===== config.mk =====
export PLATFORM = sky130hd
export DESIGN_NAME = seq_mul_su
export DESIGN_NICKNAME = d
export VERILOG_FILES = /design/src/rtl/seq_mul_su_pkg.sv /design/src/rtl/seq_mul_su_digit.sv /design/src/rtl/seq_mul_su.sv
export SDC_FILE = /design/constraint.sdc
export NUM_CORES = 1
export LEC_CHECK = 0
export BUFFER_PORTS_ARGS = -buffer_cell sky130_fd_sc_hd__buf_4
export CORE_MARGIN = 2
export CORE_UTILIZATION = 53
export DETAILED_ROUTE_END_ITERATION = 12
export HOLD_SLACK_MARGIN = 0.15
export PLACE_DENSITY = 0.73
export RECOVER_POWER = 100
export SLEW_MARGIN = 20
export SYNTH_ARGS = -nofsm -noshare
export SYNTH_HDL_FRONTEND = slang
export SYNTH_SLANG_ARGS = --single-unit

===== constraint.sdc =====
create_clock -name clk -period 3.13 [get_ports clk]
set_input_delay 0.1565 -clock clk [delete_from_list [all_inputs] [get_ports clk]]
set_output_delay 0.1565 -clock clk [all_outputs]
set_load 0.03 [all_outputs]

===== src/rtl/seq_mul_su_pkg.sv =====
// Shared definitions for the iterative signed x unsigned multiplier seq_mul_su.
// FSM state encodings and digit-count helpers derived from the unsigned operand width.
package seq_mul_su_pkg;

  typedef logic [1:0] state_t;

  localparam state_t ST_IDLE = 2'd0;
  localparam state_t ST_BUSY = 2'd1;
  localparam state_t ST_DONE = 2'd2;

  // Number of radix-4 digits in an unsigned operand of width w_u.
  function automatic int digits(input int w_u);
    return w_u / 2;
  endfunction

  // Digit counter width; kept at least one bit so a single-digit build still has a counter.
  function automatic int cnt_w(input int w_u);
    return (w_u / 2 > 1) ? $clog2(w_u / 2) : 1;
  endfunction

endpackage


===== src/rtl/seq_mul_su_digit.sv =====
// Combinational signed W_S x unsigned 2-bit digit multiply, result W_S+2 bits signed.
// Formed as the sum of 2*s and s, each gated by one digit bit.
module mul_digit_su #(
  parameter int W_S = 4
) (
  input  logic signed [W_S-1:0] s,
  input  logic        [1:0]     d,
  output logic signed [W_S+1:0] p
);

  logic signed [W_S+1:0] s_x1;
  logic signed [W_S+1:0] s_x2;

  always_comb begin
    s_x1 = {{2{s[W_S-1]}}, s};
    s_x2 = {s[W_S-1], s, 1'b0};
    p    = (d[0] ? s_x1 : '0) + (d[1] ? s_x2 : '0);
  end

endmodule


===== src/rtl/seq_mul_su.sv =====
// Iterative signed (s) x unsigned (u) multiplier, one radix-4 digit of u per cycle.
// Optional macro SEQ_MUL_SU_EARLY_TERM_EN stops once the remaining digits of u are all zero.
module seq_mul_su
  import seq_mul_su_pkg::*;
#(
  parameter int W_S = 4,
  parameter int W_U = 4
) (
  input  logic                   clk,
  input  logic                   rst_n,
  input  logic                   in_valid,
  output logic                   in_ready,
  input  logic [W_S-1:0]         s,
  input  logic [W_U-1:0]         u,
  output logic                   out_valid,
  input  logic                   out_ready,
  output logic [W_S+W_U-1:0]     product,
  output logic                   busy
);

  localparam int P   = W_S + W_U;
  localparam int DIG = digits(W_U);
  localparam int CW  = cnt_w(W_U);

  state_t                state_q, state_d;
  logic signed [W_S-1:0] s_q, s_d;
  logic [W_U-1:0]        u_q, u_d;
  logic signed [P-1:0]   acc_q, acc_d;
  logic [P-1:0]          product_q, product_d;
  logic [CW-1:0]         k_q, k_d;

  logic signed [W_S+1:0] pp;
  logic signed [P-1:0]   pp_ext;
  logic signed [P-1:0]   addend;
  logic signed [P-1:0]   acc_sum;
  logic                  last_digit;
  logic                  accept;

  mul_digit_su #(.W_S(W_S)) u_digit (
    .s (s_q),
    .d (u_q[1:0]),
    .p (pp)
  );

  // u_q shifts right each BUSY cycle, so the current digit is always in its low two bits.
  always_comb begin
    pp_ext  = P'(pp);
    addend  = pp_ext << {k_q, 1'b0};
    acc_sum = acc_q + addend;
`ifdef SEQ_MUL_SU_EARLY_TERM_EN
    last_digit = (k_q == CW'(DIG - 1)) || ((u_q >> 2) == '0);
`else
    last_digit = (k_q == CW'(DIG - 1));
`endif
  end

  // Valid/ready: a transfer happens on a rising edge where valid and ready are both high;
  // out_valid/product stay stable until out_ready, and in_ready only rises in IDLE or as DONE drains.
  always_comb begin
    in_ready  = (state_q == ST_IDLE) || ((state_q == ST_DONE) && out_ready);
    accept    = in_valid && in_ready;
    out_valid = (state_q == ST_DONE);
    busy      = (state_q == ST_BUSY);
    product   = product_q;
  end

  always_comb begin
    state_d   = state_q;
    s_d       = s_q;
    u_d       = u_q;
    acc_d     = acc_q;
    product_d = product_q;
    k_d       = k_q;
    case (state_q)
      ST_IDLE: state_d = ST_IDLE;
      ST_BUSY: begin
        acc_d = acc_sum;
        u_d   = u_q >> 2;
        k_d   = k_q + CW'(1);
        if (last_digit) begin
          state_d   = ST_DONE;
          product_d = acc_sum;
        end
      end
      ST_DONE: if (out_ready) state_d = ST_IDLE;
      default: state_d = ST_IDLE;
    endcase
    // A new capture from IDLE or straight out of DONE overrides the above.
    if (accept) begin
      state_d = ST_BUSY;
      s_d     = s;
      u_d     = u;
      acc_d   = '0;
      k_d     = '0;
    end
  end

  always_ff @(posedge clk or negedge rst_n) begin
    if (!rst_n) begin
      state_q   <= ST_IDLE;
      s_q       <= '0;
      u_q       <= '0;
      acc_q     <= '0;
      product_q <= '0;
      k_q       <= '0;
    end else begin
      state_q   <= state_d;
      s_q       <= s_d;
      u_q       <= u_d;
      acc_q     <= acc_d;
      product_q <= product_d;
      k_q       <= k_d;
    end
  end

endmodule

==> results of run 1 <==
## sequential cells by signal (all words and copies together), names as in the netlist
register  cells
u_q           4
product       8
k_q           1
state_q       2
acc_q         8
s_q           4
## worst max path at each step
stage	from	to	slack, ns	cells past startpoint
floorplan	u_q[0]$_DFFE_PN0P_	acc_q[7]$_DFFE_PN0P_	0.26	12
global placement	u_q[0]$_DFFE_PN0P_	acc_q[7]$_DFFE_PN0P_	0.19	12
detailed placement	u_q[0]$_DFFE_PN0P_	product[6]$_DFFE_PN0P_	0.11	12
CTS	u_q[0]$_DFFE_PN0P_	product[6]$_DFFE_PN0P_	0.07	12
global route	u_q[0]$_DFFE_PN0P_	product[6]$_DFFE_PN0P_	-0.02	12
finish	u_q[0]$_DFFE_PN0P_	acc_q[7]$_DFFE_PN0P_	0.16	12
## logic make-up after synthesis
logic type	synth area share
AO/OA/AOI/OAI	0.163
XOR/XNOR	0.0531
adder cells (fa/ha/maj)	0.111
buffers and inverters	0.0391
flip-flops	0.422
multiplexers	0.0141
AND/OR/NAND/NOR	0.198
## stage by stage
stage / std cells / instance area, um^2 / hold slack (ns) / util / TNS, ns
2_1_floorplan: 175 / 1600 / -0.139 / - / 0
3_3_place_gp: 222 / 1780 / 0.0843 / 0.635 / 0
3_5_place_dp: 222 / 1780 / 0.0880 / 0.635 / 0
4_1_cts: 235 / 1900 / 0.154 / 0.677 / 0
5_1_grt: 237 / 1900 / 0.385 / 0.676 / -0.0346
6_report: 237 / 1900 / 0.341 / 0.676 / 0
## cell usage in the layout, fill, tap and decap left out
cell type | Yosys | layout
and2_4 | 2 | 2
nor2_1 | 4 | 4
dlygate4sd3_1 | 0 | 10
nand2_1 | 35 | 35
o31ai_2 | 0 | 2
a22o_1 | 1 | 1
a31oi_4 | 1 | 1
inv_1 | 9 | 9
nand2b_1 | 2 | 2
or2_0 | 1 | 1
o21ai_1 | 2 | 2
clkbuf_4 | 0 | 5
a21oi_1 | 8 | 7
mux2_2 | 2 | 2
a22oi_1 | 2 | 2
fa_2 | 0 | 1
ha_1 | 11 | 11
a21oi_2 | 1 | 2
xnor2_1 | 3 | 3
dfrtp_1 | 27 | 27
a211oi_1 | 1 | 1
o21ai_2 | 0 | 1
and2_1 | 4 | 4
nor3_2 | 0 | 1
fa_1 | 2 | 1
and3_2 | 1 | 1
xor2_2 | 1 | 1
nand3_1 | 11 | 11
buf_4 | 0 | 9
nor2b_1 | 3 | 3
xor2_1 | 3 | 3
o21a_1 | 3 | 3
clkbuf_1 | 4 | 12
o211ai_1 | 2 | 2
clkinv_2 | 0 | 1
xnor2_2 | 1 | 1
and2_2 | 3 | 3
a21o_1 | 1 | 1
clkinv_1 | 1 | 1
o21ai_0 | 18 | 17
## routing by layer
metal | wire length, um | GRT usage
met5 | 0 | 0
met1 | 1500 | 0.289
met3 | 71 | 0.0262
met2 | 1540 | 0.346
met4 | 26 | 0.0390
## worst max-delay path, cell delays in order, from the launching register on
cell	delay, ns
dfrtp_1	0.45
and2_2	0.19
ha_1	0.20
fa_2	0.38
xor2_1	0.18
mux2_2	0.27
ha_1	0.31
o211ai_1	0.12
o211ai_1	0.22
a21oi_2	0.10
xnor2_2	0.15
or2_0	0.21
a21oi_1	0.12
## what timing repair did
item	CTS	global route
hold endpoints to repair	35	1
setup endpoints to repair	0	4
gates resized for setup	0	7
buffers inserted	0	1
hold buffers	9	1
## power breakdown
part           switching, mW  total [mW]  internal (mW)
registers              0.117       0.624          0.507
clock network          0.104       0.152         0.0480
logic                  0.782        1.28          0.497
total                   1.00        2.06           1.05
## final cells by class
class	count	area (um^2)
well taps	31	38.8
fillers	239	910
flip-flops and latches	27	676
multi-input cells	132	888
clock inverters	1	5.00
clock buffers	3	22.5
repair buffers	33	228
inverters	10	37.5
==> results_dict.tcl, run 1 <==
set metrics [dict create \
    netlist_top_cells_count "nand2_1 (35), dfrtp_1 (27), o21ai_0 (18)" \
    routed_wl_um 3140 \
    worst-setup-path-type "flop to flop" \
    synth_area_um2 1600 \
    crit_fanout 7 \
    clkLatencyLatePin_ns 0.33 \
    cap_violations 0 \
    holdPathEnd "u_q[2]$_DFFE_PN0P_" \
    die_w_um 59.0 \
    dieHeight_um 59.0 \
    p_leak_nw 0.914 \
    peakVddDrop_mv 0.657 \
    ant_nets 0 \
    syn_nets 200 \
    die-area_um2 3480 \
    hold_viol_final 0 \
    tightest_slew_ns 1.39 \
    worstPathRequired_ns 3.39 \
    worstPathArrival_ns 3.24 \
    cts_tree "done" \
    clock.fmax_ghz 0.336 \
    synth-edff-count 0 \
    dpl.hpwl_um 2350 \
    core_um2 2810 \
    clock_path_buffers 2 \
    yosysWarnings 0 \
    period_share 0.950 \
    hold_class "primary input to flop" \
    relSlewSlack 0.0718 \
    synth_ff_type "dfrtp_1" \
    setup_ws_ns 0.156 \
    post-place-ws_ns 0.108 \
    first_iter_violations 37 \
    synth_area_leaders "dfrtp_1 (42%), ha_1 (8.6%), nand2_1 (8.2%), o21ai_0 (5.6%), nand3_1 (3.4%)" \
    reg2regPathDepth 12 \
    startpoint_type "flop" \
    reg2reg_from "u_q[0]$_DFFE_PN0P_" \
    power_density_nw_per_um2 1080 \
    clock_skew_ns 0.00735 \
    synth_top_area_frac 0.422 \
    cts.sinks 27 \
    setup_viol 0 \
    initial_core_util 0.571 \
    violations "DRC" \
    endpoint_kind "flop" \
    maxSlewViolCount 0 \
    ys_ff_latch 27 \
    synth.most_common_cell "nand2_1" \
    ys_types 35 \
    syn_area_per_cell_um2 9.15 \
    portBuffers 22 \
    route.detailed.drc 1 \
    io_pins 23 \
    diodes 0 \
    grt_overflow 0 \
    fin_crit_ns 2.97 \
    grt_max_degree 28 \
    root_buffer "clkbuf_4" \
    hp-start "in_valid" \
    synthArstFlopShare 1.00 \
    hold_path_depth 4 \
    worst_r2r_endpoint "acc_q[7]$_DFFE_PN0P_" \
    drive_gt1_frac 0.160 \
    wl_per_cell_um 13.3 \
    antenna_found_initial 0 \
    cts_buffers 3 \
    grt_use_total 0.206 \
    vias 1283 \
    total_power_mw 2.06 \
    yosysSeqAreaShare 0.422 \
    globalplace.congestion 0.827 \
    grt_first_pass_wirelength_um 5490 \
    yosysTopAreaCell "dfrtp_1" \
    clkSlewWorstSetupHoldPaths_ns 0.15 \
    first_pass_iters 8 \
    h-tree-depth 1 \
    grt_pass1_vias 1241 \
    ff2ff_setup_slack_ns 0.16 \
    nets 232 \
    row_count 19 \
    syn_inst 175 \
    area_delta_synth_final_pct 18.4 \
    status "finished, violations left" \
    via_per_inst 5.41 \
]
Power figures use the tool's default switching activity.
==> run 2: changes to the inputs <==
- CORE_ASPECT_RATIO: default -> 1.75
==> results_dict.tcl, run 2 (synthesis results as in run 1) <==
set metrics [dict create \
    cts.sinks 27 \
    fin_crit_ns 3.02 \
    reg2regPathDepth 12 \
    dieHeight_um 76.7 \
    max_stage_delay_ns 0.44 \
    path_buf_inv 0 \
    grt_busiest_layer "met2" \
    status "completed" \
    grt_max_degree 28 \
    clkLatencyLatePin_ns 0.28 \
    area_delta_synth_final_pct 20.9 \
    endpoint_kind "flop" \
    final_cell_mix "nand2_1 (35), dfrtp_1 (25), o21ai_0 (18), buf_4 (15), clkbuf_1 (13)" \
    clock.fmax_ghz 0.331 \
    grt_overflow 0 \
    hold_class "primary input to flop" \
    switching_share 0.480 \
    grt_pass1_vias 1427 \
    h-tree-depth 1 \
    clock_skew_ns 0.00715 \
    grtUsageMet1 0.232 \
    critPathTopFamily "adder cells" \
    period_share 0.966 \
    worstPathCellList "and2_2, ha_2, fa_2, xor2_1, mux2_2, ha_4, o211ai_1, o211ai_1, a21oi_2, xnor2_2, xnor2_1, o21ai_1" \
    setup_viol 0 \
    clkSlewWorstSetupHoldPaths_ns 0.10 \
    use_met2 0.424 \
    ff2ff_setup_slack_ns 0.11 \
    dpl.hpwl_um 2570 \
    hold_path_depth 3 \
    power.internal_mw 1.12 \
    first_iter_violations 25 \
    fin_cells 238 \
    seqPwrFrac 0.291 \
    diodes 0 \
    endpoint "product[7]$_DFFE_PN0P_" \
    seqCellArea_um2 678 \
    critPathSlowestCell "dfrtp_2" \
    die_w_um 45.6 \
    row_count 26 \
    tightest_slew_ns 1.45 \
    reg2reg_from "u_q[0]$_DFFE_PN0P_" \
    grt_use_total 0.232 \
    portBuffers 22 \
    routed_wl_um 3560 \
    peakVddDrop_mv 0.538 \
    first_pass_iters 4 \
    die-area_um2 3490 \
    power_density_nw_per_um2 1110 \
    total_power_mw 2.15 \
    worst-setup-path-type "flop to flop" \
    p_comb_frac 0.611 \
    globalplace.congestion 0.933 \
    drive_gt1_frac 0.176 \
    power.share.clock 0.098 \
    startpoint_type "flop" \
    cap_violations 0 \
    ant_nets 0 \
    worstPathRequired_ns 3.29 \
    clock_path_buffers 2 \
    startpoint "u_q[0]$_DFFE_PN0P_" \
    worstPathArrival_ns 3.19 \
    initial_core_util 0.553 \
    core_um2 2900 \
    nFillCells 249 \
    crit_fanout 4 \
    critical_path_cell_count 12 \
    final_common_cell "nand2_1" \
    antenna_found_initial 0 \
    route.detailed.drc 0 \
    relSlewSlack 0.0364 \
    grt_first_pass_wirelength_um 6000 \
    crit_top_cell "o211ai_1" \
    cts_tree "done" \
    io_pins 23 \
    cts_buffers 3 \
    dp.cells 219 \
    p_leak_nw 0.927 \
    p_sw_mw 1.03 \
    multi_input_area_um2 885 \
    worst_r2r_endpoint "product[7]$_DFFE_PN0P_" \
    grt_util_met3 0.0235 \
    vias 1312 \
    wl_per_cell_um 14.9 \
    root_buffer "clkbuf_8" \
    nets 236 \
    hold_viol_final 0 \
    via_per_inst 5.51 \
    maxSlewViolCount 0 \
]
[run 2: changes by cell type in the layout (fill, tap and decap cells not counted), moves of 2 or more]
cell / delta
buf_4: +6
clkbuf_4: -5
clkbuf_8: +3
dfrtp_1: -2
dfrtp_2: +2
ha_1: -2
o31ai_1: +2
o31ai_2: -2
[run 2: timing repair]
action | 4_1_cts | 5_1_grt
resized for setup | 1 | 5
setup endpoints to repair | 2 | 4
pin swaps | 0 | 5
endpoints found under the hold margin | 35 | 0
setup buffers | 0 | 6
hold buffers | 9 | 0
[run 2: worst min-delay path by stage]
stage,from,endpoint,slack (ns)
finish,out_ready,state_q[1]$_DFFE_PN0P_,0.20
global route,out_ready,state_q[1]$_DFFE_PN0P_,0.20
CTS,out_ready,state_q[1]$_DFFE_PN0P_,0.20
detailed placement,rst_n,product[1]$_DFFE_PN0P_,0.09
global placement,rst_n,product[2]$_DFFE_PN0P_,0.08
floorplan,rst_n,acc_q[0]$_DFFE_PN0P_,-0.14
[run 2: layout make-up]
type	count	share of cell area
well taps	28	0.0181
inverters	10	0.0194
clock buffers	3	0.0213
flip-flops and latches	27	0.350
clock inverters	1	0.00452
multi-input cells	132	0.457
repair buffers	37	0.130
[run 2: metrics by stage]
stage               hold WS (ns)  setup slack, ns  instance area [um^2]  setup TNS (ns)   util
floorplan                 -0.139            0.258                  1600               0      -
global placement          0.0796           0.0533                  1780               0  0.614
detailed placement        0.0882          -0.0295                  1780         -0.0533  0.614
CTS                        0.200           0.0414                  1920               0  0.663
global route               0.205         -0.00974                  1940         -0.0154  0.669
finish                     0.199            0.107                  1940               0  0.669
[run 2: power groups by stage]
stage | combinational [mW] | sequential [mW] | clock [mW]
6_report | 1.32 | 0.627 | 0.211
5_1_grt | 1.47 | 0.647 | 0.228
4_1_cts | 1.29 | 0.631 | 0.217
3_5_place_dp | 1.28 | 0.638 | 0
3_3_place_gp | 1.23 | 0.628 | 0
2_1_floorplan | 0.903 | 0.682 | 0
[run 2: routing by layer]
| metal | vias to the layer above | share of wire |
|---|---|---|
| met5 | - | 0 |
| li1 | 662 | - |
| met1 | 613 | 0.38 |
| met2 | 27 | 0.56 |
| met3 | 10 | 0.022 |
| met4 | 0 | 0.041 |
[run 2: worst reg2reg max path, stage by stage (launching register included)]
cell and delay, ns:
dfrtp_2 0.44, and2_2 0.18, ha_2 0.18, fa_2 0.39, xor2_1 0.19, mux2_2 0.30, ha_4 0.29, o211ai_1 0.10
o211ai_1 0.24, a21oi_2 0.11, xnor2_2 0.27, xnor2_1 0.15, o21ai_1 0.07
